**src/rtl/pad_mux_pkg.sv**
```systemverilog
// pad_mux_pkg: register word offsets, PADCFG bit layout, reset value and decode helper shared by pad_mux_ctrl
package pad_mux_pkg;
  localparam int GPO_OFS = 0;
  localparam int GPOE_OFS = 1;
  localparam int GPI_OFS = 2;
  localparam int IRQ_EN_OFS = 3;
  localparam int IRQ_PEND_OFS = 4;
  localparam int IE_BIT = 8;
  localparam int CS_BIT = 9;
  localparam int SL_BIT = 10;
  localparam int PU_BIT = 11;
  localparam int PD_BIT = 12;
  typedef struct packed {
    logic pd;
    logic pu;
    logic sl;
    logic cs;
    logic ie;
    logic [7:0] fsel;
  } padcfg_t;
  localparam padcfg_t PADCFG_RST = 13'h0500;
  function automatic padcfg_t to_padcfg(input logic [12:0] d, input logic [7:0] fsel_mask);
    padcfg_t c;
    c.pd = d[PD_BIT];
    c.pu = d[PU_BIT];
    c.sl = d[SL_BIT];
    c.cs = d[CS_BIT];
    c.ie = d[IE_BIT];
    c.fsel = d[7:0] & fsel_mask;
    return c;
  endfunction
endpackage

```
**src/rtl/pad_mux_sync.sv**
```systemverilog
// pad_mux_sync: STAGES-flop input synchroniser with rising-edge detect; clk_i/rst_i, d_i raw in, sync_o synchronised, rise_o one-cycle rising pulse
module pad_mux_sync #(
  parameter int STAGES = 2
) (
  input  logic clk_i,
  input  logic rst_i,
  input  logic d_i,
  output logic sync_o,
  output logic rise_o
);
  logic [STAGES-1:0] sync_q, sync_d;
  logic prev_q, prev_d;
  always_comb begin
    sync_d = {sync_q[STAGES-2:0], d_i};
    prev_d = sync_q[STAGES-1];
  end
  always_ff @(posedge clk_i or posedge rst_i) begin
    if (rst_i) begin
      sync_q <= '0;
      prev_q <= 1'b0;
    end else begin
      sync_q <= sync_d;
      prev_q <= prev_d;
    end
  end
  assign sync_o = sync_q[STAGES-1];
  assign rise_o = sync_q[STAGES-1] & ~prev_q;
endmodule

```
**src/rtl/pad_mux_ctrl.sv**
```systemverilog
// pad_mux_ctrl: Wishbone-configured pad function mux with break-before-make blanking, GPIO, input sync and edge IRQ; ports: wb_* slave, fn_out_i/fn_oe_i function sources, pad_in_i raw, pad_* controls, irq_o
module pad_mux_ctrl
  import pad_mux_pkg::*;
#(
  parameter int NUM_PADS = 16,
  parameter int NUM_FUNCS = 4,
  parameter int SYNC_STAGES = 2,
  parameter int BBM_CYCLES = 4
) (
  input  logic                          clk_i,
  input  logic                          rst_i,
  input  logic                          wb_cyc_i,
  input  logic                          wb_stb_i,
  input  logic                          wb_we_i,
  input  logic [4:0]                    wb_adr_i,
  input  logic [31:0]                   wb_dat_i,
  output logic [31:0]                   wb_dat_o,
  output logic                          wb_ack_o,
  input  logic [NUM_FUNCS*NUM_PADS-1:0] fn_out_i,
  input  logic [NUM_FUNCS*NUM_PADS-1:0] fn_oe_i,
  input  logic [NUM_PADS-1:0]           pad_in_i,
  output logic [NUM_PADS-1:0]           pad_in_sync_o,
  output logic [NUM_PADS-1:0]           pad_out_o,
  output logic [NUM_PADS-1:0]           pad_oe_o,
  output logic [NUM_PADS-1:0]           pad_ie_o,
  output logic [NUM_PADS-1:0]           pad_cs_o,
  output logic [NUM_PADS-1:0]           pad_sl_o,
  output logic [NUM_PADS-1:0]           pad_pu_o,
  output logic [NUM_PADS-1:0]           pad_pd_o,
  output logic                          irq_o
);
  localparam int FW = (NUM_FUNCS > 1) ? $clog2(NUM_FUNCS) : 1;
  localparam int CW = $clog2(BBM_CYCLES + 1);
  localparam logic [7:0] FSEL_MASK = 8'((1 << FW) - 1);
  localparam logic [CW-1:0] BBM_LOAD = CW'(BBM_CYCLES);
  padcfg_t [NUM_PADS-1:0] cfg_q, cfg_d;
  logic [NUM_PADS-1:0][CW-1:0] cnt_q, cnt_d;
  logic [NUM_PADS-1:0] gpo_q, gpo_d, gpoe_q, gpoe_d, irq_en_q, irq_en_d, irq_pend_q, irq_pend_d;
  logic [NUM_PADS-1:0] pad_out_q, pad_out_d, pad_oe_q, pad_oe_d, rise, wmask;
  logic [NUM_FUNCS-1:0][NUM_PADS-1:0] fn_out_m, fn_oe_m;
  logic ack_q, ack_d, irq_q, irq_d, acc, wr, unused_ok;
  logic [31:0] dat_q, dat_d, adr, rdata;
  logic [FW-1:0] fs;
  padcfg_t wcfg;
  assign fn_out_m = fn_out_i;
  assign fn_oe_m = fn_oe_i;
  assign unused_ok = ^wb_dat_i;
  for (genvar i = 0; i < NUM_PADS; i++) begin : g_sync
    pad_mux_sync #(.STAGES(SYNC_STAGES)) u_sync (
      .clk_i (clk_i),
      .rst_i (rst_i),
      .d_i   (pad_in_i[i]),
      .sync_o(pad_in_sync_o[i]),
      .rise_o(rise[i])
    );
  end
  always_comb begin
    adr = 32'(wb_adr_i);
    acc = wb_cyc_i & wb_stb_i & ~ack_q;
    wr = acc & wb_we_i;
    wcfg = to_padcfg(wb_dat_i[12:0], FSEL_MASK);
    wmask = wb_dat_i[NUM_PADS-1:0];
    gpo_d = (wr && adr == NUM_PADS + GPO_OFS) ? wmask : gpo_q;
    gpoe_d = (wr && adr == NUM_PADS + GPOE_OFS) ? wmask : gpoe_q;
    irq_en_d = (wr && adr == NUM_PADS + IRQ_EN_OFS) ? wmask : irq_en_q;
    // set term is OR-ed after the clear so a coincident edge survives W1C
    irq_pend_d = (irq_pend_q & ~((wr && adr == NUM_PADS + IRQ_PEND_OFS) ? wmask : '0)) | (rise & irq_en_q);
    irq_d = |(irq_pend_q & irq_en_q);
    rdata = (adr == NUM_PADS + GPO_OFS) ? 32'(gpo_q) :
            (adr == NUM_PADS + GPOE_OFS) ? 32'(gpoe_q) :
            (adr == NUM_PADS + GPI_OFS) ? 32'(pad_in_sync_o) :
            (adr == NUM_PADS + IRQ_EN_OFS) ? 32'(irq_en_q) :
            (adr == NUM_PADS + IRQ_PEND_OFS) ? 32'(irq_pend_q) : '0;
    cfg_d = cfg_q;
    fs = '0;
    for (int p = 0; p < NUM_PADS; p++) begin
      if (wr && adr == p) cfg_d[p] = wcfg;
      if (adr == p) rdata = 32'(cfg_q[p]);
      cnt_d[p] = (wr && adr == p && wcfg.fsel != cfg_q[p].fsel) ? BBM_LOAD :
                 (cnt_q[p] != '0) ? cnt_q[p] - CW'(1) : '0;
      // blank on the next count so the pad is quiet from the write edge itself
      fs = cfg_q[p].fsel[FW-1:0];
      pad_out_d[p] = (cnt_d[p] != '0 || 32'(fs) >= NUM_FUNCS) ? 1'b0 : (fs == '0) ? gpo_q[p] : fn_out_m[fs][p];
      pad_oe_d[p] = (cnt_d[p] != '0 || 32'(fs) >= NUM_FUNCS) ? 1'b0 : (fs == '0) ? gpoe_q[p] : fn_oe_m[fs][p];
      pad_ie_o[p] = cfg_q[p].ie;
      pad_cs_o[p] = cfg_q[p].cs;
      pad_sl_o[p] = cfg_q[p].sl;
      pad_pu_o[p] = cfg_q[p].pu;
      pad_pd_o[p] = cfg_q[p].pd;
    end
    ack_d = acc;
    dat_d = acc ? rdata : '0;
  end
  always_ff @(posedge clk_i or posedge rst_i) begin
    if (rst_i) begin
      cfg_q <= {NUM_PADS{PADCFG_RST}};
      cnt_q <= '0;
      gpo_q <= '0;
      gpoe_q <= '0;
      irq_en_q <= '0;
      irq_pend_q <= '0;
      pad_out_q <= '0;
      pad_oe_q <= '0;
      ack_q <= 1'b0;
      irq_q <= 1'b0;
      dat_q <= '0;
    end else begin
      cfg_q <= cfg_d;
      cnt_q <= cnt_d;
      gpo_q <= gpo_d;
      gpoe_q <= gpoe_d;
      irq_en_q <= irq_en_d;
      irq_pend_q <= irq_pend_d;
      pad_out_q <= pad_out_d;
      pad_oe_q <= pad_oe_d;
      ack_q <= ack_d;
      irq_q <= irq_d;
      dat_q <= dat_d;
    end
  end
  assign wb_ack_o = ack_q;
  assign wb_dat_o = dat_q;
  assign pad_out_o = pad_out_q;
  assign pad_oe_o = pad_oe_q;
  assign irq_o = irq_q;
endmodule

```
**config.mk**
```make
export PLATFORM = sky130hd
export DESIGN_NAME = pad_mux_ctrl
export DESIGN_NICKNAME = d
export VERILOG_FILES = /design/src/rtl/pad_mux_pkg.sv /design/src/rtl/pad_mux_sync.sv /design/src/rtl/pad_mux_ctrl.sv
export SDC_FILE = /design/constraint.sdc
export NUM_CORES = 1
export LEC_CHECK = 0
export BUFFER_PORTS_ARGS = -buffer_cell sky130_fd_sc_hd__clkbuf_2
export CAP_MARGIN = 25
export CORE_UTILIZATION = 32
export CTS_CLUSTER_SIZE = 24
export DETAILED_ROUTE_END_ITERATION = 7
export PLACE_DENSITY_LB_ADDON = 0.12
export SETUP_SLACK_MARGIN = 0.15
export SKIP_LAST_GASP = 1
export SYNTH_ARGS = -nofsm -noshare
export SYNTH_HDL_FRONTEND = slang
export SYNTH_SLANG_ARGS = --single-unit
```
**constraint.sdc**
```tcl
create_clock -name clk_i -period 27.2 [get_ports clk_i]
set_input_delay 5.44 -clock clk_i [delete_from_list [all_inputs] [get_ports clk_i]]
set_output_delay 5.44 -clock clk_i [all_outputs]
set_load 0.05 [all_outputs]
```
==> out/metrics.json, run 1 <==
{
  "biggestRegsByFlops": {"value": "cnt_q x48, cfg_q x32, g_sync.u_sync.sync_q x32"},
  "grt_setup_unrepaired": {"value": "no"},
  "route.detailed.drc": {"value": 0},
  "design.core.area": {"value": 50380, "unit": "um2"},
  "finalSetupViolCount": {"value": 0},
  "postLayoutSetupSlackWorst": {"value": 18.74, "unit": "ns"},
  "fin_tns_setup": {"value": 0, "unit": "ns"},
  "worst_ep_required_time": {"value": 27.63, "unit": "ns"},
  "synth.yosys.seq_area_share": {"value": 49.28, "unit": "%"},
  "power-per-cell-area": {"value": 68.51, "unit": "nW/um2"},
  "chipWidth": {"value": 228.6, "unit": "um"},
  "wl_per_cell": {"value": 23.51, "unit": "um"},
  "internal_power": {"value": 0.9016, "unit": "mW"},
  "count_of_unique_library_cells_instantiated_by_yosys": {"value": 83},
  "start_util": {"value": 32.62, "unit": "%"},
  "worstReg2RegStart": {"value": "wb_ack_o"},
  "synth.mux.area_fraction": {"value": 15.71, "unit": "%"},
  "row_count": {"value": 82},
  "synth_async_sr_flop_share": {"value": 100.0, "unit": "%"},
  "drt_first_pass_iters": {"value": 5},
  "hold_depth": {"value": 0},
  "post-synth-top-area-fraction": {"value": 44.17, "unit": "%"},
  "fmax": {"value": 118.2, "unit": "MHz"},
  "post_synth_inst_count": {"value": 1413},
  "grt_pass1_vias": {"value": 12030},
  "worst_pin_slew": {"value": 1.056, "unit": "ns"},
  "main_combinational_cell_family_by_area_after_synthesis": {"value": "multiplexers"},
  "count_of_vias_placed_by_the_detailed_router": {"value": 11770},
  "grt_usage": {"value": 20.46, "unit": "%"},
  "final_weighted_congestion_in_routability_driven_placement": {"value": 0.8430},
  "filler_cells": {"value": 4964},
  "n_diodes": {"value": 0},
  "synth_xor_xnor_area_share": {"value": 1.706, "unit": "%"},
  "hold_fix_buffers_cts": {"value": 0},
  "ys.flop_type": {"value": "sky130_fd_sc_hd__dfrtp_1"},
  "area_taken_by_flip_flops_and_latches": {"value": 8098, "unit": "um2"},
  "synth-simple-area-share": {"value": 11.89, "unit": "%"},
  "syn2layout_area_growth": {"value": 15.39, "unit": "%"},
  "worstSetupStartpointType": {"value": "input pin"},
  "ys_ff_latch": {"value": 322},
  "r2r.worst_path.cells": {"value": 8},
  "clock-skew-final": {"value": 0.01148, "unit": "ns"},
  "detail-route-antenna-nets": {"value": 0},
  "finalWorstPathRequiredPeriod": {"value": 8.461, "unit": "ns"},
  "crit_type": {"value": "input pin to flip-flop"},
  "vias_cell": {"value": 5.131},
  "grt_overflow": {"value": 0},
  "port-buffer-count": {"value": 283},
  "kind_of_end_point_of_the_critical_path": {"value": "flip-flop"},
  "clock_sink_count": {"value": 322},
  "p_leak": {"value": 8.957, "unit": "nW"},
  "seq_power_share": {"value": 43.3, "unit": "%"},
  "cts_buffer_depth": {"value": 3},
  "number_of_nets_in_the_finished_design": {"value": 1811},
  "area_fraction_in_compound_gates_after_synthesis": {"value": 10.44, "unit": "%"},
  "max_cap_viol_count": {"value": 0},
  "finalMaxSlewViolations": {"value": 0},
  "synth_edf_count": {"value": 0},
  "cts-resized-gates": {"value": 0},
  "synthesis.yosys.warnings": {"value": 0},
  "detailedPlacementHpwl": {"value": 39140, "unit": "um"},
  "maximum_number_of_pins_on_one_net_before_global_route_repair": {"value": 122},
  "antenna_violations_before_repair": {"value": 1},
  "synth_top_area_cell": {"value": "sky130_fd_sc_hd__dfrtp_1"},
  "layout-drive-gt1-share": {"value": 38.86, "unit": "%"},
  "power_switching_share": {"value": 30.59, "unit": "%"},
  "synth_area": {"value": 16430, "unit": "um2"},
  "clk_root_buffer_cell": {"value": "sky130_fd_sc_hd__clkbuf_16"},
  "combPwrFrac": {"value": 17.2, "unit": "%"},
  "htreeDepth": {"value": 2},
  "drt_wl_total": {"value": 53910, "unit": "um"},
  "multiInputGateArea": {"value": 6994, "unit": "um2"},
  "yosysMostFrequentCell": {"value": "sky130_fd_sc_hd__dfrtp_1"},
  "post-cts-setup-buffer-count": {"value": 0},
  "holdCritPathClass": {"value": "flip-flop to flip-flop"},
  "tritoncts": {"value": "built"},
  "avgSynthCellArea": {"value": 11.63, "unit": "um2"},
  "remaining_max_slew_budget_at_the_tightest_pin": {"value": 29.19, "unit": "%"},
  "report.final.hold_viol_count": {"value": 0},
  "arrival_worst_endpoint": {"value": 8.89, "unit": "ns"},
  "outcome": {"value": "complete, no violations"},
  "top_level_ports": {"value": 348},
  "maximum_fanout_along_the_worst_path": {"value": 44},
  "clockPowerShare": {"value": 39.5, "unit": "%"},
  "path_clk_slew": {"value": 0.06, "unit": "ns"},
  "largest_register_ff_count": {"value": 48},
  "holdCritStartpoint": {"value": "g_sync[12].u_sync.sync_q[0]"},
  "worstSetupStartpoint": {"value": "wb_adr_i[4]"},
  "grt_pass1_wl": {"value": 79470, "unit": "um"},
  "synthTopCellsByArea": {"value": "sky130_fd_sc_hd__dfrtp_1, sky130_fd_sc_hd__mux2_2, sky130_fd_sc_hd__buf_4, sky130_fd_sc_hd__dfstp_2, sky130_fd_sc_hd__mux4_2"},
  "die_h": {"value": 228.6, "unit": "um"},
  "numCtsBuffers": {"value": 39},
  "layout_worst_path_cycle_share": {"value": 31.10, "unit": "%"},
  "synth-adder-area-share": {"value": 2.437, "unit": "%"},
  "max-vdd-ir-drop": {"value": 0.03298, "unit": "mV"},
  "worst_skew_pair.late_latency": {"value": 0.55, "unit": "ns"},
  "die-area": {"value": 52260, "unit": "um2"},
  "switchingPower": {"value": 0.3974, "unit": "mW"},
  "synth.cells.most_frequent": {"value": "sky130_fd_sc_hd__dfrtp_1, sky130_fd_sc_hd__mux2_2, sky130_fd_sc_hd__buf_4, sky130_fd_sc_hd__nand2_1, sky130_fd_sc_hd__a21oi_1"},
  "dp_worst_setup_slack": {"value": 18.30, "unit": "ns"},
  "detail_route.iter0.violations": {"value": 723},
  "registers.top_by_ff_count": {"value": "cnt_q"}
}
## critical path, stage by stage
cell and delay (ns):
sky130_fd_sc_hd__clkbuf_2 0.08, sky130_fd_sc_hd__buf_4 0.47, sky130_fd_sc_hd__or3b_1 0.69, sky130_fd_sc_hd__nor2_2 0.87, sky130_fd_sc_hd__nand2_1 0.61, sky130_fd_sc_hd__buf_4 0.39
sky130_fd_sc_hd__mux2_2 0.29
## cell type report
cell class | instances | share of cell area [%]
flip-flops and latches | 322 | 42.71
repair buffers | 300 | 8.315
well taps | 672 | 4.435
inverters | 52 | 1.069
clock inverters | 7 | 0.3300
clock buffers | 62 | 6.250
multi-input cells | 878 | 36.89
## path summary, 6_finish.rpt
path	endpoint	slack, ns
max	gpoe_q[6]	18.74
min in group asynchronous	g_sync[7].u_sync.sync_q[1]	5.02
min reg2reg	g_sync[12].u_sync.sync_q[1]	0.34
max reg2reg	pad_out_o[7]	24.56
min	g_sync[12].u_sync.sync_q[1]	0.34
max in group asynchronous	pad_ie_o[13]	20.12
## per-stage QoR
stage               std cells  cell area (um2)  hold WS (ns)  utilization [%]  total power, mW
floorplan                1428            16490        0.3312                -           0.7361
global placement         2222            17660        0.3319            35.07           0.7907
detailed placement       2222            17660        0.3347            35.07           0.7950
CTS                      2291            18910        0.3465            37.54            1.315
global route             2293            18960        0.3493            37.64            1.352
finish                   2293            18960        0.3413            37.64            1.299
## layout by cell type (no fill, tap or decap), types with 9 or more instances in the layout
cell,Yosys,final
sky130_fd_sc_hd__or2_2,14,14
sky130_fd_sc_hd__xnor2_1,32,32
sky130_fd_sc_hd__clkbuf_1,21,13
sky130_fd_sc_hd__nand2_1,99,99
sky130_fd_sc_hd__mux2_2,159,159
sky130_fd_sc_hd__dfrtp_1,290,290
sky130_fd_sc_hd__nor2b_1,17,17
sky130_fd_sc_hd__a31oi_1,15,15
sky130_fd_sc_hd__a22oi_1,23,23
sky130_fd_sc_hd__clkbuf_2,0,283
sky130_fd_sc_hd__ha_1,32,32
sky130_fd_sc_hd__a32o_1,9,9
sky130_fd_sc_hd__mux4_2,32,32
sky130_fd_sc_hd__nor3_1,26,26
sky130_fd_sc_hd__clkbuf_16,0,41
sky130_fd_sc_hd__inv_1,51,50
sky130_fd_sc_hd__o21ai_0,43,43
sky130_fd_sc_hd__dfstp_2,32,32
sky130_fd_sc_hd__nor2_1,49,48
sky130_fd_sc_hd__o22ai_1,11,11
sky130_fd_sc_hd__buf_4,122,15
sky130_fd_sc_hd__conb_1,1,16
sky130_fd_sc_hd__nor3b_1,19,19
sky130_fd_sc_hd__and2_1,33,33
sky130_fd_sc_hd__nand2b_1,27,27
sky130_fd_sc_hd__nand3_2,9,9
sky130_fd_sc_hd__a21oi_1,73,73
## power groups by stage
stage | Combinational [mW] | Sequential (mW) | Clock (mW)
floorplan | 0.154 | 0.582 | 0
global placement | 0.220 | 0.570 | 0
detailed placement | 0.224 | 0.571 | 0
CTS | 0.224 | 0.563 | 0.528
global route | 0.239 | 0.568 | 0.544
finish | 0.223 | 0.563 | 0.513
## routing by layer
layer	track usage, %	up-vias	wire length [um]
li1	-	5265	-
met5	0	-	17
met1	28.29	6060	24360
met4	7.466	2	1651
met2	32.02	356	24990
met3	3.593	82	2892
## logic make-up (layout without fill, tap and decap cells)
| group | count (synthesis) | count (layout) |
|---|---|---|
| AOI/OAI and AO/OA | 257 | 257 |
| xor gates and xnor gates | 32 | 32 |
| adders and majority gates | 32 | 32 |
| buffers and inverters | 228 | 421 |
| DFF | 322 | 322 |
| muxes | 198 | 198 |
| other | 1 | 16 |
| and+or+nand+nor | 343 | 343 |
(Power assumes the default switching activity.)
==> run 2: changes to the inputs <==
==> constraint.sdc (replaced) <==
create_clock -name clk_i -period 7.5 [get_ports clk_i]
set_input_delay 1.5 -clock clk_i [delete_from_list [all_inputs] [get_ports clk_i]]
set_output_delay 1.5 -clock clk_i [all_outputs]
set_load 0.05 [all_outputs]
==> out/metrics.json, run 2 (same netlist as run 1, synthesis figures left out) <==
{
  "hold_depth": {"value": 0, "change": "unchanged"},
  "maximum_number_of_pins_on_one_net_before_global_route_repair": {"value": 141, "change": "was 122"},
  "finalWorstPathRequiredPeriod": {"value": 4.029, "unit": "ns"},
  "arrival_worst_endpoint": {"value": 4.48, "unit": "ns", "change": "was 8.89 ns"},
  "detail_route.iter0.violations": {"value": 798, "change": "was 723"},
  "worst_skew_pair.late_latency": {"value": 0.56, "unit": "ns", "change": "was 0.55 ns"},
  "holdCritStartpoint": {"value": "g_sync[12].u_sync.sync_q[0]", "change": "unchanged"},
  "die_h": {"value": 228.6, "unit": "um", "change": "unchanged"},
  "worst_ep_required_time": {"value": 7.95, "unit": "ns", "change": "was 27.63 ns"},
  "clockPowerShare": {"value": 39.7, "unit": "%", "change": "was 39.5%"},
  "reg2reg_to": {"value": "pad_out_o[6]", "change": "was pad_out_o[7]"},
  "remaining_max_slew_budget_at_the_tightest_pin": {"value": 32.34, "unit": "%", "change": "was 29.19%"},
  "top_level_ports": {"value": 348, "change": "unchanged"},
  "worstReg2RegStart": {"value": "wb_ack_o", "change": "unchanged"},
  "postLayoutSetupSlackWorst": {"value": 3.471, "unit": "ns", "change": "was 18.74 ns"},
  "critical_path.slowest_cell": {"value": "sky130_fd_sc_hd__clkbuf_2", "change": "was sky130_fd_sc_hd__nor2_2"},
  "maximum_fanout_along_the_worst_path": {"value": 39, "change": "was 44"},
  "number_of_nets_in_the_finished_design": {"value": 1811, "change": "unchanged"},
  "dp_worst_setup_slack": {"value": 2.863, "unit": "ns", "change": "was 18.30 ns"},
  "report.power.total": {"value": 4.720, "unit": "mW", "change": "was 1.299 mW"},
  "registers.top_by_ff_count": {"value": "cnt_q", "change": "unchanged"},
  "fin_tns_setup": {"value": 0, "unit": "ns", "change": "unchanged"},
  "grt-busiest-layer": {"value": "met2", "change": "unchanged"},
  "layout_worst_path_cycle_share": {"value": 53.72, "unit": "%"},
  "p_leak": {"value": 8.964, "unit": "nW", "change": "was 8.957 nW"},
  "grt_overflow": {"value": 0, "change": "unchanged"},
  "biggestRegsByFlops": {"value": "cnt_q x48, cfg_q x32, g_sync.u_sync.sync_q x32", "change": "unchanged"},
  "n_diodes": {"value": 0, "change": "unchanged"},
  "row_count": {"value": 82, "change": "unchanged"},
  "switchingPower": {"value": 1.446, "unit": "mW", "change": "was 0.3974 mW"},
  "cts-resized-gates": {"value": 0, "change": "unchanged"},
  "die-area": {"value": 52260, "unit": "um2", "change": "unchanged"},
  "postLayoutCoreUtil": {"value": 37.67, "unit": "%", "change": "was 37.64%"},
  "met1_usage": {"value": 27.91, "unit": "%", "change": "was 28.29%"},
  "path_clk_slew": {"value": 0.06, "unit": "ns", "change": "about the same"},
  "most_common_cell_after_layout_fill_and_taps_aside": {"value": "sky130_fd_sc_hd__dfrtp_1", "change": "unchanged"},
  "combPwrFrac": {"value": 17.1, "unit": "%", "change": "was 17.2%"},
  "fmax": {"value": 248.2, "unit": "MHz"},
  "grtUsageMet2": {"value": 32.24, "unit": "%", "change": "was 32.02%"},
  "post-cts-setup-buffer-count": {"value": 0, "change": "unchanged"},
  "mostFrequentLayoutCells": {"value": "sky130_fd_sc_hd__dfrtp_1, sky130_fd_sc_hd__clkbuf_2, sky130_fd_sc_hd__mux2_2", "change": "unchanged"},
  "worstSetupStartpointType": {"value": "input pin", "change": "unchanged"},
  "antenna_violations_before_repair": {"value": 0, "change": "was 1"},
  "crit_type": {"value": "input pin to flip-flop", "change": "unchanged"},
  "route.detailed.drc": {"value": 0, "change": "unchanged"},
  "max-vdd-ir-drop": {"value": 0.1350, "unit": "mV", "change": "was 0.03298 mV"},
  "power_switching_share": {"value": 30.63, "unit": "%", "change": "was 30.59%"},
  "htreeDepth": {"value": 2, "change": "unchanged"},
  "power-per-cell-area": {"value": 248.8, "unit": "nW/um2", "change": "was 68.51 nW/um2"},
  "outcome": {"value": "complete, no violations", "change": "unchanged"},
  "worst_pin_slew": {"value": 1.012, "unit": "ns", "change": "was 1.056 ns"},
  "tritoncts": {"value": "built", "change": "unchanged"},
  "chipWidth": {"value": 228.6, "unit": "um", "change": "unchanged"},
  "wl_per_cell": {"value": 23.36, "unit": "um", "change": "was 23.51 um"},
  "report.final.hold_viol_count": {"value": 0, "change": "unchanged"},
  "hold_ws": {"value": 0.3389, "unit": "ns", "change": "was 0.3413 ns"},
  "largest_register_ff_count": {"value": 48, "change": "unchanged"},
  "detailedPlacementHpwl": {"value": 39340, "unit": "um", "change": "was 39140 um"},
  "kind_of_cell_adding_the_most_delay_to_the_critical_path": {"value": "buffers and inverters", "change": "was simple AND/OR/NAND/NOR gates"},
  "numCtsBuffers": {"value": 39, "change": "unchanged"},
  "drt_first_pass_iters": {"value": 7, "change": "was 5"},
  "regToRegSetupSlack": {"value": 4.83, "unit": "ns", "change": "was 24.56 ns"},
  "global_route.usage.met3": {"value": 4.142, "unit": "%", "change": "was 3.593%"},
  "hold_fix_buffers_cts": {"value": 0, "change": "unchanged"},
  "grt_setup_unrepaired": {"value": "no", "change": "unchanged"},
  "finalMaxSlewViolations": {"value": 0, "change": "unchanged"},
  "clk_root_buffer_cell": {"value": "sky130_fd_sc_hd__clkbuf_16", "change": "unchanged"},
  "min_to": {"value": "g_sync[12].u_sync.sync_q[1]", "change": "unchanged"},
  "final_weighted_congestion_in_routability_driven_placement": {"value": 0.8607, "change": "was 0.8430"},
  "design.core.area": {"value": 50380, "unit": "um2", "change": "unchanged"},
  "drt_wl_total": {"value": 53640, "unit": "um", "change": "was 53910 um"},
  "clock-skew-final": {"value": 0.01911, "unit": "ns", "change": "was 0.01148 ns"},
  "finalSetupViolCount": {"value": 0, "change": "unchanged"},
  "grt_usage": {"value": 20.47, "unit": "%", "change": "was 20.46%"},
  "port-buffer-count": {"value": 283, "change": "unchanged"},
  "seq_power_share": {"value": 43.2, "unit": "%", "change": "was 43.3%"},
  "detail-route-antenna-nets": {"value": 0, "change": "unchanged"},
  "grt_pass1_vias": {"value": 11850, "change": "was 12030"},
  "start_util": {"value": 32.62, "unit": "%", "change": "unchanged"},
  "cts_buffer_depth": {"value": 3, "change": "unchanged"},
  "clock_sink_count": {"value": 322, "change": "unchanged"},
  "grt_pass1_wl": {"value": 79270, "unit": "um", "change": "was 79470 um"},
  "layout-drive-gt1-share": {"value": 38.92, "unit": "%", "change": "was 38.86%"},
  "cp.buffers_inverters": {"value": 3, "change": "unchanged"},
  "count_of_vias_placed_by_the_detailed_router": {"value": 11760, "change": "was 11770"},
  "crit_path_cell_trace": {"value": "clkbuf_2 > buf_4 > nand3b_4 > nor3_2 > buf_4 > a21boi_1 > or2_1 > nor3b_1 > and2_1", "change": "was clkbuf_2 > buf_4 > or3b_1 > nor2_2 > nand2_1 > buf_4 > mux2_2"},
  "kind_of_end_point_of_the_critical_path": {"value": "flip-flop", "change": "unchanged"},
  "internal_power": {"value": 3.275, "unit": "mW", "change": "was 0.9016 mW"},
  "cpMostUsedCell": {"value": "sky130_fd_sc_hd__buf_4", "change": "unchanged"},
  "vias_cell": {"value": 5.120, "change": "was 5.131"},
  "syn2layout_area_growth": {"value": 15.48, "unit": "%", "change": "was 15.39%"},
  "max_cap_viol_count": {"value": 0, "change": "unchanged"},
  "critical-path-max-stage-delay": {"value": 0.61, "unit": "ns", "change": "was 0.87 ns"},
  "r2r.worst_path.cells": {"value": 6, "change": "was 8"},
  "holdCritPathClass": {"value": "flip-flop to flip-flop", "change": "unchanged"}
}
## run 2: cell count changes in the layout (fill, tap and decap cells not counted), moves of 2 or more
cell	delta
sky130_fd_sc_hd__clkbuf_16	-2
sky130_fd_sc_hd__clkbuf_8	+5
sky130_fd_sc_hd__clkinv_2	-2
sky130_fd_sc_hd__inv_6	+3
## run 2: final cells by class
class	count	area [um2]
Multi-Input combinational cell	878	6992
Fill cell	5011	31400
Inverter	52	198.9
Sequential cell	322	8098
Timing Repair Buffer	300	1575
Tap cell	672	840.8
Clock inverter	8	80.08
Clock buffer	64	1190
## run 2: routing by layer
| metal | up-vias | part of all wire [%] | wire, um |
|---|---|---|---|
| li1 | 5269 | - | - |
| met1 | 6018 | 44 | 23710 |
| met2 | 384 | 47 | 25010 |
| met3 | 84 | 6.0 | 3216 |
| met4 | 0 | 3.2 | 1698 |
| met5 | - | 0 | 0 |
## run 2: how the worst max path moves through the flow
stage	slack (ns)	to	from	cells after the start
CTS	3.48	pad_oe_o[7]	wb_adr_i[0]	9
global route	3.28	pad_oe_o[7]	wb_adr_i[0]	9
detailed placement	2.86	pad_oe_o[7]	wb_adr_i[0]	9
floorplan	1.73	cfg_q[0]	rst_i	1
global placement	2.90	wb_dat_o[10]	wb_adr_i[1]	8
finish	3.47	pad_oe_o[7]	wb_adr_i[0]	9
## run 2: power groups by stage
| stage | sequential [mW] | combinational, mW | clock [mW] |
|---|---|---|---|
| floorplan | 2.11 | 0.560 | 0 |
| global placement | 2.07 | 0.804 | 0 |
| detailed placement | 2.07 | 0.815 | 0 |
| CTS | 2.04 | 0.817 | 1.94 |
| global route | 2.06 | 0.869 | 2.01 |
| finish | 2.04 | 0.808 | 1.88 |
## run 2: stage by stage
stage / instance area (um2) / std cells
floorplan: 16490 / 1428
global placement: 17690 / 2223
detailed placement: 17690 / 2223
CTS: 18960 / 2295
global route: 18970 / 2296
finish: 18970 / 2296
==> run 3: changes to the inputs <==
==> constraint.sdc (replaced) <==
create_clock -name clk_i -period 4.1 [get_ports clk_i]
set_input_delay 0.82 -clock clk_i [delete_from_list [all_inputs] [get_ports clk_i]]
set_output_delay 0.82 -clock clk_i [all_outputs]
set_load 0.05 [all_outputs]
==> out/metrics.json, run 3 (same netlist as run 1, synthesis figures left out) <==
{
  "worst_pin_slew": {"value": 0.8956, "unit": "ns", "change": "was 1.012 ns"},
  "path_clk_slew": {"value": 0.06, "unit": "ns", "change": "about the same"},
  "crit_type": {"value": "input pin to flip-flop", "change": "unchanged"},
  "report.final.hold_viol_count": {"value": 0, "change": "unchanged"},
  "grt_setup_unrepaired": {"value": "no", "change": "unchanged"},
  "design.core.area": {"value": 50380, "unit": "um2", "change": "unchanged"},
  "kind_of_end_point_of_the_critical_path": {"value": "flip-flop", "change": "unchanged"},
  "finalMaxSlewViolations": {"value": 0, "change": "unchanged"},
  "clock-skew-final": {"value": 0.01678, "unit": "ns", "change": "was 0.01911 ns"},
  "worstSetupStartpointType": {"value": "input pin", "change": "unchanged"},
  "clk_root_buffer_cell": {"value": "sky130_fd_sc_hd__clkbuf_16", "change": "unchanged"},
  "crit_path_cell_trace": {"value": "clkbuf_2 > buf_4 > nor3_4 > nand2_1 > o22a_1 > a211oi_1 > o22ai_1", "change": "was clkbuf_2 > buf_4 > nand3b_4 > nor3_2 > buf_4 > a21boi_1 > or2_1 > nor3b_1 > and2_1"},
  "post-cts-setup-buffer-count": {"value": 0, "change": "unchanged"},
  "clock_sink_count": {"value": 322, "change": "unchanged"},
  "drt_wl_total": {"value": 54650, "unit": "um", "change": "was 53640 um"},
  "hold_fix_buffers_cts": {"value": 0, "change": "unchanged"},
  "layout_worst_path_cycle_share": {"value": 69.09, "unit": "%"},
  "detail-route-antenna-nets": {"value": 0, "change": "unchanged"},
  "htreeDepth": {"value": 2, "change": "unchanged"},
  "maximum_number_of_pins_on_one_net_before_global_route_repair": {"value": 70, "change": "was 141"},
  "grt_usage": {"value": 20.88, "unit": "%", "change": "was 20.47%"},
  "detailedPlacementHpwl": {"value": 41280, "unit": "um", "change": "was 39340 um"},
  "outcome": {"value": "complete, no violations", "change": "unchanged"},
  "worst_ep_required_time": {"value": 4.51, "unit": "ns", "change": "was 7.95 ns"},
  "filler_cells": {"value": 4958, "change": "was 5011"},
  "wl_per_cell": {"value": 23.39, "unit": "um", "change": "was 23.36 um"},
  "postLayoutSetupSlackWorst": {"value": 1.267, "unit": "ns", "change": "was 3.471 ns"},
  "antenna_violations_before_repair": {"value": 0, "change": "unchanged"},
  "grt_pass1_vias": {"value": 11930, "change": "was 11850"},
  "finish.cell_count_without_fillers": {"value": 2336, "change": "was 2296"},
  "route.detailed.drc": {"value": 0, "change": "unchanged"},
  "worstReg2RegStart": {"value": "wb_ack_o", "change": "unchanged"},
  "grt_pass1_wl": {"value": 80630, "unit": "um", "change": "was 79270 um"},
  "number_of_nets_in_the_finished_design": {"value": 1852, "change": "was 1811"},
  "drt_first_pass_iters": {"value": 5, "change": "was 7"},
  "power-per-cell-area": {"value": 448.3, "unit": "nW/um2", "change": "was 248.8 nW/um2"},
  "syn2layout_area_growth": {"value": 17.37, "unit": "%", "change": "was 15.48%"},
  "cts_buffer_depth": {"value": 3, "change": "unchanged"},
  "holdCritPathClass": {"value": "flip-flop to flip-flop", "change": "unchanged"},
  "die-area": {"value": 52260, "unit": "um2", "change": "unchanged"},
  "place_inst": {"value": 2265, "change": "was 2223"},
  "mostFrequentLayoutCells": {"value": "sky130_fd_sc_hd__dfrtp_1, sky130_fd_sc_hd__clkbuf_2, sky130_fd_sc_hd__mux2_2", "change": "unchanged"},
  "multiInputGateArea": {"value": 6992, "unit": "um2", "change": "unchanged"},
  "port-buffer-count": {"value": 283, "change": "unchanged"},
  "numCtsBuffers": {"value": 39, "change": "unchanged"},
  "detail_route.iter0.violations": {"value": 899, "change": "was 798"},
  "die_h": {"value": 228.6, "unit": "um", "change": "unchanged"},
  "row_count": {"value": 82, "change": "unchanged"},
  "layout-drive-gt1-share": {"value": 40.44, "unit": "%", "change": "was 38.92%"},
  "n_diodes": {"value": 0, "change": "unchanged"},
  "worstSetupStartpoint": {"value": "wb_adr_i[0]", "change": "unchanged"},
  "fmax": {"value": 353.0, "unit": "MHz"},
  "biggestRegsByFlops": {"value": "cnt_q x48, cfg_q x32, g_sync.u_sync.sync_q x32", "change": "unchanged"},
  "max_cap_viol_count": {"value": 0, "change": "unchanged"},
  "dp_worst_setup_slack": {"value": 0.7467, "unit": "ns", "change": "was 2.863 ns"},
  "arrival_worst_endpoint": {"value": 3.24, "unit": "ns", "change": "was 4.48 ns"},
  "chipWidth": {"value": 228.6, "unit": "um", "change": "unchanged"},
  "worst_skew_pair.late_latency": {"value": 0.57, "unit": "ns", "change": "was 0.56 ns"},
  "finalSetupViolCount": {"value": 0, "change": "unchanged"},
  "final_weighted_congestion_in_routability_driven_placement": {"value": 0.8970, "change": "was 0.8607"},
  "most_common_cell_after_layout_fill_and_taps_aside": {"value": "sky130_fd_sc_hd__dfrtp_1", "change": "unchanged"},
  "critical-path-max-stage-delay": {"value": 0.60, "unit": "ns", "change": "was 0.61 ns"},
  "critical_path.slowest_cell": {"value": "sky130_fd_sc_hd__nor3_4", "change": "was sky130_fd_sc_hd__clkbuf_2"},
  "count_of_vias_placed_by_the_detailed_router": {"value": 11860, "change": "was 11760"},
  "area_taken_by_flip_flops_and_latches": {"value": 8098, "unit": "um2", "change": "unchanged"},
  "cts-resized-gates": {"value": 0, "change": "unchanged"},
  "largest_register_ff_count": {"value": 48, "change": "unchanged"},
  "remaining_max_slew_budget_at_the_tightest_pin": {"value": 40.25, "unit": "%", "change": "was 32.34%"},
  "registers.top_by_ff_count": {"value": "cnt_q", "change": "unchanged"},
  "p_leak": {"value": 9.150, "unit": "nW", "change": "was 8.964 nW"},
  "vias_cell": {"value": 5.075, "change": "was 5.120"},
  "maximum_fanout_along_the_worst_path": {"value": 19, "change": "was 39"},
  "holdCritStartpoint": {"value": "g_sync[15].u_sync.sync_q[0]", "change": "was g_sync[12].u_sync.sync_q[0]"},
  "finalWorstPathRequiredPeriod": {"value": 2.833, "unit": "ns"},
  "tritoncts": {"value": "built", "change": "unchanged"},
  "grt_overflow": {"value": 0, "change": "unchanged"},
  "start_util": {"value": 32.62, "unit": "%", "change": "unchanged"},
  "max-vdd-ir-drop": {"value": 0.2832, "unit": "mV", "change": "was 0.1350 mV"},
  "top_level_ports": {"value": 348, "change": "unchanged"}
}
run 3: cell count changes in the layout (fill, tap and decap cells not counted), sizes merged:
cell / previous run / this run
clkinvlp: 1 / 3
buf: 16 / 58
clkbuf: 348 / 344
run 3: area by class of cell:
class                           count  area share, %
Inverter                           52          1.032
Clock buffer                       61          6.008
Sequential cell                   322          41.99
Tap cell                          672          4.360
Clock inverter                     10         0.4931
Multi-Input combinational cell    878          36.26
Timing Repair Buffer              341          9.862
run 3: where the power goes:
part           internal (mW)  switching (mW)  leakage (nW)
sequential              3.46           0.280          4.14
combinational          0.503           0.995          4.40
clock                   2.01            1.40         0.611
total                   5.97            2.67          9.15
run 3: critical path, delay by kind of cell:
kind / cells / cell delay (ns)
AOI/OAI and AO/OA: 3 / 0.95
buffers and inverters: 2 / 0.60
and+or+nand+nor: 2 / 0.88
run 3: stage by stage:
stage / hold slack, ns / TNS [ns] / util [%] / total power [mW] / cell area, um2
detailed placement: 0.3355 / 0 / 35.79 / 5.307 / 18030
global placement: 0.3316 / 0 / 35.79 / 5.284 / 18030
finish: 0.3432 / 0 / 38.28 / 8.645 / 19280
CTS: 0.3269 / 0 / 38.28 / 8.778 / 19280
global route: 0.3422 / 0 / 38.28 / 9.030 / 19280
floorplan: 0.3312 / -286.71 / - / 4.884 / 16490
run 3: path summary, 6_finish.rpt:
kind / cells past startpoint / slack (ns) / endpoint
setup / recovery: 7 / 1.27 / wb_dat_o[12]
hold / removal: 0 / 0.34 / g_sync[15].u_sync.sync_q[1]
setup reg to reg: 7 / 1.53 / pad_out_o[14]
hold reg to reg: 0 / 0.34 / g_sync[15].u_sync.sync_q[1]
max in group asynchronous: 3 / 2.79 / pad_ie_o[8]
min in group asynchronous: 2 / 0.41 / g_sync[2].u_sync.sync_q[1]
run 3: metal layers:
metal  wire length (um)  vias up  part of all wire [%]  global-route usage (%)
li1                   -     5333                     -                       -
met1              24740     6082                    45                   28.78
met2              25610      362                    47                   33.16
met3               2825       79                   5.2                   3.505
met4               1473        0                   2.7                   7.026
met5                  0        -                     0                       0
